[src/rtl/audio_slot_sched_pkg.sv]
// Shared constants for the audio DAC slot scheduler: sizes, source indices,
// register bit positions, FSM encoding and register reset value.
package audio_pkg;

    localparam int NSRC_DEF  = 6;
    localparam int WBITS_DEF = 3;

    localparam logic [2:0] SRC_SPK    = 3'd0;
    localparam logic [2:0] SRC_DRUM   = 3'd1;
    localparam logic [2:0] SRC_PSG1AC = 3'd2;
    localparam logic [2:0] SRC_PSG1B  = 3'd3;
    localparam logic [2:0] SRC_PSG2AC = 3'd4;
    localparam logic [2:0] SRC_PSG2B  = 3'd5;

    localparam int EN_BIT = 7;
    localparam int W_LSB  = 0;

    localparam logic [0:0] ST_IDLE = 1'b0;
    localparam logic [0:0] ST_RUN  = 1'b1;

    localparam logic [7:0] REG_RST = 8'h80;

endpackage

[src/rtl/audio_slot_sched_if.sv]
// CPU-side configuration port of the slot scheduler: write strobe, index,
// write data and combinational readback.
interface audio_slot_sched_if;

    logic       cfgWr;
    logic [2:0] cfgAddr;
    logic [7:0] cfgD;
    logic [7:0] cfgQ;

    modport master (output cfgWr, output cfgAddr, output cfgD, input cfgQ);
    modport slave  (input cfgWr, input cfgAddr, input cfgD, output cfgQ);

endinterface

[src/rtl/audio_slot_pick.sv]
// Next-enabled-source search: scans upward from cur+1 with wrap at NSRC-1,
// so cur = NSRC-1 yields the lowest-index enabled source.
module audio_slot_pick
    import audio_pkg::*;
#(
    parameter int NSRC = NSRC_DEF
) (
    input  logic [NSRC-1:0] en,
    input  logic [2:0]      cur,
    output logic [2:0]      nxt,
    output logic            none
);

    int idx;

    // NOTE: every output of a combinational block gets a default first so no
    // path through the loop leaves it unassigned and infers a latch.
    always_comb begin
        nxt  = '0;
        none = 1'b1;
        idx  = 0;
        for (int k = 1; k <= NSRC; k++) begin
            idx = int'(cur) + k;
            if (idx >= NSRC) begin
                idx = idx - NSRC;
            end
            if (none && en[idx]) begin
                nxt  = 3'(idx);
                none = 1'b0;
            end
        end
    end

endmodule

[src/rtl/audio_slot_sched.sv]
// Weighted round-robin owner of the shared audio DAC slot; a source with
// weight w holds the slot for w+1 cycles, disabled sources are skipped.
module audio_slot_sched
    import audio_pkg::*;
#(
    parameter int NSRC  = NSRC_DEF,
    parameter int WBITS = WBITS_DEF
) (
    input  logic                clock,
    input  logic                reset,
    audio_slot_sched_if.slave   cfg,
    output logic [2:0]          source,
    output logic                active,
    output logic                slotStart
);

    logic [7:0]       regs [NSRC];
    logic [NSRC-1:0]  en;
    logic [0:0]       state;
    logic [WBITS-1:0] remain;
    logic [2:0]       pick_cur;
    logic [2:0]       pick_nxt;
    logic             pick_none;
    logic             addr_ok;
    logic             owner_off;
    logic             boundary;

    always_comb begin
        addr_ok = int'(cfg.cfgAddr) < NSRC;
        cfg.cfgQ = addr_ok ? regs[cfg.cfgAddr] : 8'h00;
        for (int i = 0; i < NSRC; i++) begin
            en[i] = regs[i][EN_BIT];
        end
        // A write clearing the owner's enable ends its slot at that same edge;
        // the search itself still sees the pre-write enables.
        owner_off = !en[source] ||
                    (cfg.cfgWr && (cfg.cfgAddr == source) && !cfg.cfgD[EN_BIT]);
        boundary  = (remain == '0) || owner_off;
        pick_cur  = (state == ST_IDLE) ? 3'(NSRC - 1) : source;
    end

    audio_slot_pick #(.NSRC(NSRC)) u_pick (
        .en   (en),
        .cur  (pick_cur),
        .nxt  (pick_nxt),
        .none (pick_none)
    );

    // NOTE: the register file is a handful of flops, not a RAM, and its
    // contents are architecturally defined after reset, so it is reset too.
    always_ff @(posedge clock or negedge reset) begin
        if (!reset) begin
            for (int i = 0; i < NSRC; i++) begin
                regs[i] <= REG_RST;
            end
        end else if (cfg.cfgWr && addr_ok) begin
            regs[cfg.cfgAddr] <= cfg.cfgD;
        end
    end

    // NOTE: non-blocking assignments throughout; the slotStart default below
    // is overridden by the later assignment in the same edge when a slot loads.
    always_ff @(posedge clock or negedge reset) begin
        if (!reset) begin
            state     <= ST_IDLE;
            source    <= '0;
            active    <= 1'b0;
            slotStart <= 1'b0;
            remain    <= '0;
        end else begin
            slotStart <= 1'b0;
            if ((state == ST_IDLE) || boundary) begin
                if (pick_none) begin
                    state  <= ST_IDLE;
                    active <= 1'b0;
                end else begin
                    state     <= ST_RUN;
                    source    <= pick_nxt;
                    active    <= 1'b1;
                    slotStart <= 1'b1;
                    remain    <= regs[pick_nxt][W_LSB +: WBITS];
                end
            end else begin
                remain <= remain - WBITS'(1);
            end
        end
    end

endmodule

[src/flat_wrapper.sv]
// flat-port wrapper written by rule: the top's interface ports become plain ports
module audio_slot_sched_flat import audio_pkg::*;
#(
    parameter int NSRC  = NSRC_DEF,
    parameter int WBITS = WBITS_DEF
)
  (clock, reset, source, active, slotStart, cfg_cfgWr, cfg_cfgAddr, cfg_cfgD, cfg_cfgQ);
  audio_slot_sched_if cfg_i ();
  input  logic clock;
  input  logic reset;
  output logic [2:0] source;
  output logic active;
  output logic slotStart;
  input wire logic [$bits(cfg_i.cfgWr)-1:0] cfg_cfgWr;
  input wire logic [$bits(cfg_i.cfgAddr)-1:0] cfg_cfgAddr;
  input wire logic [$bits(cfg_i.cfgD)-1:0] cfg_cfgD;
  output wire logic [$bits(cfg_i.cfgQ)-1:0] cfg_cfgQ;
  assign cfg_i.cfgWr = cfg_cfgWr;
  assign cfg_i.cfgAddr = cfg_cfgAddr;
  assign cfg_i.cfgD = cfg_cfgD;
  assign cfg_cfgQ = cfg_i.cfgQ;
  audio_slot_sched #(.NSRC(NSRC), .WBITS(WBITS)) u_core (.clock(clock), .reset(reset), .cfg(cfg_i), .source(source), .active(active), .slotStart(slotStart));
endmodule
[config.mk]
export PLATFORM = sky130hd
export DESIGN_NAME = audio_slot_sched_flat
export DESIGN_NICKNAME = d
export VERILOG_FILES = /design/src/rtl/audio_slot_sched_pkg.sv /design/src/rtl/audio_slot_sched_if.sv /design/src/rtl/audio_slot_pick.sv /design/src/rtl/audio_slot_sched.sv /design/src/flat_wrapper.sv
export SDC_FILE = /design/constraint.sdc
export NUM_CORES = 1
export LEC_CHECK = 0
export CAP_MARGIN = 20
export CORE_MARGIN = 2
export CORE_UTILIZATION = 45
export CTS_BUF_LIST = sky130_fd_sc_hd__clkbuf_8
export CTS_CLUSTER_SIZE = 12
export DETAILED_ROUTE_END_ITERATION = 8
export PLACE_DENSITY = 0.66
export SLEW_MARGIN = 40
export SYNTH_ARGS = -nofsm -noshare
export SYNTH_HDL_FRONTEND = slang
export SYNTH_SLANG_ARGS = --single-unit
[constraint.sdc]
create_clock -name clock -period 4.1 [get_ports clock]
set_input_delay 0.82 -clock clock [delete_from_list [all_inputs] [get_ports clock]]
set_output_delay 0.82 -clock clock [all_outputs]
set_load 0.01 [all_outputs]
==> flow_metrics.tcl <==
set metrics [dict create \
    start_kind "flop" \
    timing.final.crit_share_pct 94.9 \
    status "finished, final reports clean" \
    start_util_pct 46.4 \
    cts_htree_levels 2 \
    area_delta_synth_final_pct 17.6 \
    ys_async_sr_fraction_pct 100 \
    port_buffers 26 \
    final_nets 438 \
    antenna_found_initial 0 \
    grt_max_degree 39 \
    cp_cell_sequence "nor2b_4, inv_8, ha_4, xnor2_2, inv_1, ha_2, a21o_1, or4_1, a21o_1, a211o_1, nand3_1, or4b_4, and2_4, mux2_4, a41o_1, a2bb2oi_1" \
    p_total_mw 4.44 \
    ir_drop_v 0.000450 \
    synthesis.nets 393 \
    max_stage_delay_ns 0.53 \
    crit_top_cell "a21o_1" \
    drtAntennaViolNets 0 \
    hold_class "in2async" \
    netlist_instances 367 \
    dpl.hpwl_um 7060 \
    wl_per_cell_um 18.5 \
    cts.sinks 56 \
    tightest_slew_ns 0.563 \
    gp_congestion 0.865 \
    rsz0062_at_grt "false" \
    clock-root-buffer "clkbuf_8" \
    max-cap-violations 0 \
    vias 3104 \
    cts_buffers 5 \
    grt_remaining_overflow 0 \
    drive_above_1_share_pct 28.8 \
    holdWs_ns 0.461 \
    hold_buffers 0 \
    crit_type "reg2reg" \
    drc_errors 0 \
    clk_latency_ns 0.31 \
    syn-cell-area_mm2 0.00383 \
    num_rows 33 \
    setup_violations 0 \
    dieArea_mm2 0.00928 \
    die_x_um 96.3 \
    finClkSkew_ns 0.00637 \
    grt_pass1_wl_um 15500 \
    ios 27 \
    yosysTopAreaCellShare_pct 32.6 \
    p_leak_nw 1.93 \
    synth_edf_count 0 \
    coreArea_mm2 0.00826 \
    crit_fanout 7 \
    place_area_mm2 0.00440 \
    critPathRequiredTime_ns 4.30 \
    n_antenna_cell 0 \
    ys_warn_count 0 \
    cts.clk_slew.worst_paths_ns 0.10 \
    cts_tree "built" \
    r2r_slack_ns 0.21 \
    ys.flop_type "dfrtp_1" \
    yosysTopAreaCell "dfrtp_1" \
    clk_path_buf_depth 2 \
    syn_avg_cell_area_um2 10.4 \
    slew_viol_final 0 \
    drtPass1Iterations 4 \
    first_iter_violations 157 \
    end_kind "flop" \
    crit_arrival_ns 4.09 \
    grt_usage_pct 21.8 \
    grt_pass1_vias 3186 \
    power.density_mw_per_mm2 984 \
    cp_slowest_cell "or4_1" \
    hold_viol 0 \
    die_h_um 96.3 \
    synth_area_leaders "dfrtp_1 (33%), mux2_2 (15%), mux2i_1 (5.5%)" \
    viasPerCell 5.99 \
    ys_seq_area_share_pct 36.7 \
    synth.distinct_cells 69 \
    slew_headroom_pct 62.5 \
    fin_crit_ns 3.89 \
    stdcell_area_mm2 0.00451 \
    max_freq_mhz 257 \
    ys_ff_latch 56 \
    totalWireLength_um 9570 \
]
layout by cell type, fill, tap and decap left out, types with 3 or more instances in the layout:
cell type	synthesis	layout
mux2_2	51	51
dfrtp_1	50	50
buf_4	1	31
clkdlybuf4s50_1	0	25
nor2_1	24	23
a21oi_1	22	22
mux2i_1	21	21
inv_1	18	18
nand2_1	14	14
ha_1	12	10
o22ai_1	9	9
nand3_1	9	9
o21ai_0	9	9
mux4_2	8	8
a211oi_1	7	7
nor3_1	6	6
clkbuf_8	0	6
dfstp_2	6	6
nor2b_1	5	5
o21a_1	5	5
a211o_1	4	4
o211ai_1	4	4
a221oi_1	3	3
a21o_1	3	3
o31ai_1	3	3
and3_1	3	3
registers in the layout, summed over array words and instances (netlist names):
name	flops
u_core.en	6
u_core.slotStart	1
u_core.source	3
u_core.regs	42
u_core.active	1
u_core.remain	3
cell families after synthesis:
logic type / after synthesis / share of synthesized area (%)
xor gates and xnor gates: 3 / 0.685
AOI/OAI and AO/OA: 94 / 17.4
adders and majority gates: 12 / 3.92
muxes: 82 / 25.8
and+or+nand+nor: 81 / 10.9
DFF: 56 / 36.7
buffers and inverters: 39 / 4.47
report_power, final:
part	leakage, nW	switching [mW]	internal, mW
registers	0.660	0.105	0.725
logic	1.22	1.74	1.56
clock network	0.0510	0.174	0.135
total	1.93	2.02	2.42
Yosys cell counts (2+ instances only):
cell,instances
o22ai_1,9
mux2i_1,21
and2_1,2
ha_1,12
o32ai_1,2
a211oi_1,7
dfrtp_1,50
inv_1,18
a2bb2oi_1,2
nand3_1,9
clkbuf_1,11
a211o_1,4
nand4_1,2
o21ai_0,9
o31ai_1,3
a21oi_1,22
a32oi_1,2
buf_1,4
a221oi_1,3
nor2b_1,5
o211ai_1,4
nor3_1,6
a21o_1,3
xnor2_1,3
nand2b_1,2
mux2_2,51
nand3b_1,2
mux4_2,8
or3_1,2
nor2_1,24
and3_1,3
o21a_1,5
buf_6,2
nand2_1,14
nand4b_1,2
dfstp_2,6
area by class of cell:
| type | instances | area, um2 |
|---|---|---|
| timing repair buffer | 57 | 503 |
| fill | 739 | 3750 |
| sequential | 56 | 1410 |
| inverter | 20 | 82.6 |
| clock inverter | 2 | 10.0 |
| clock buffer | 6 | 82.6 |
| multi-input combinational | 272 | 2290 |
| tap | 105 | 131 |
through the flow:
stage,instances,utilization (%),setup TNS [ns],worst slack (ns)
after global routing,518,54.6,0,0.0223
after detailed placement,509,53.3,0,0.0648
after floorplan,367,-,-0.240,-0.132
after CTS,517,54.4,0,0.0570
final,518,54.6,0,0.211
after global placement,509,53.3,0,0.126
routing by layer:
metal / GRT usage, % / vias up / wire length (um)
li1: - / 1474 / -
met1: 27.1 / 1533 / 4160
met2: 38.1 / 83 / 4900
met3: 2.90 / 14 / 333
met4: 8.69 / 0 / 171
met5: 0 / - / 0
critical path, delay by kind of cell (launching register included):
family,cells,cell delay (ns)
xor+xnor,1,0.15
flops,1,0.42
compound gates,5,0.99
fa+ha+maj,2,0.33
simple gates,5,1.48
buf+inv,2,0.10
mux,1,0.31
final timing paths:
kind / cells past startpoint / end / startpoint
min in group clock: 1 / u_core.regs[13] / u_core.regs[13]
max in group asynchronous: 2 / u_core.en[0] / reset
worst min register to register: 1 / u_core.regs[13] / u_core.regs[13]
worst max register to register: 16 / u_core.remain[0] / u_core.source[0]
worst max-delay path: 16 / u_core.remain[0] / u_core.source[0]
worst min-delay path: 1 / u_core.slotStart / reset
timing repair:
action,in CTS,in global routing
resized for setup,0,3
endpoints found under the setup margin,0,3
buffers inserted,0,1
endpoints found under the hold margin,0,0
Power figures use the tool's default switching activity.
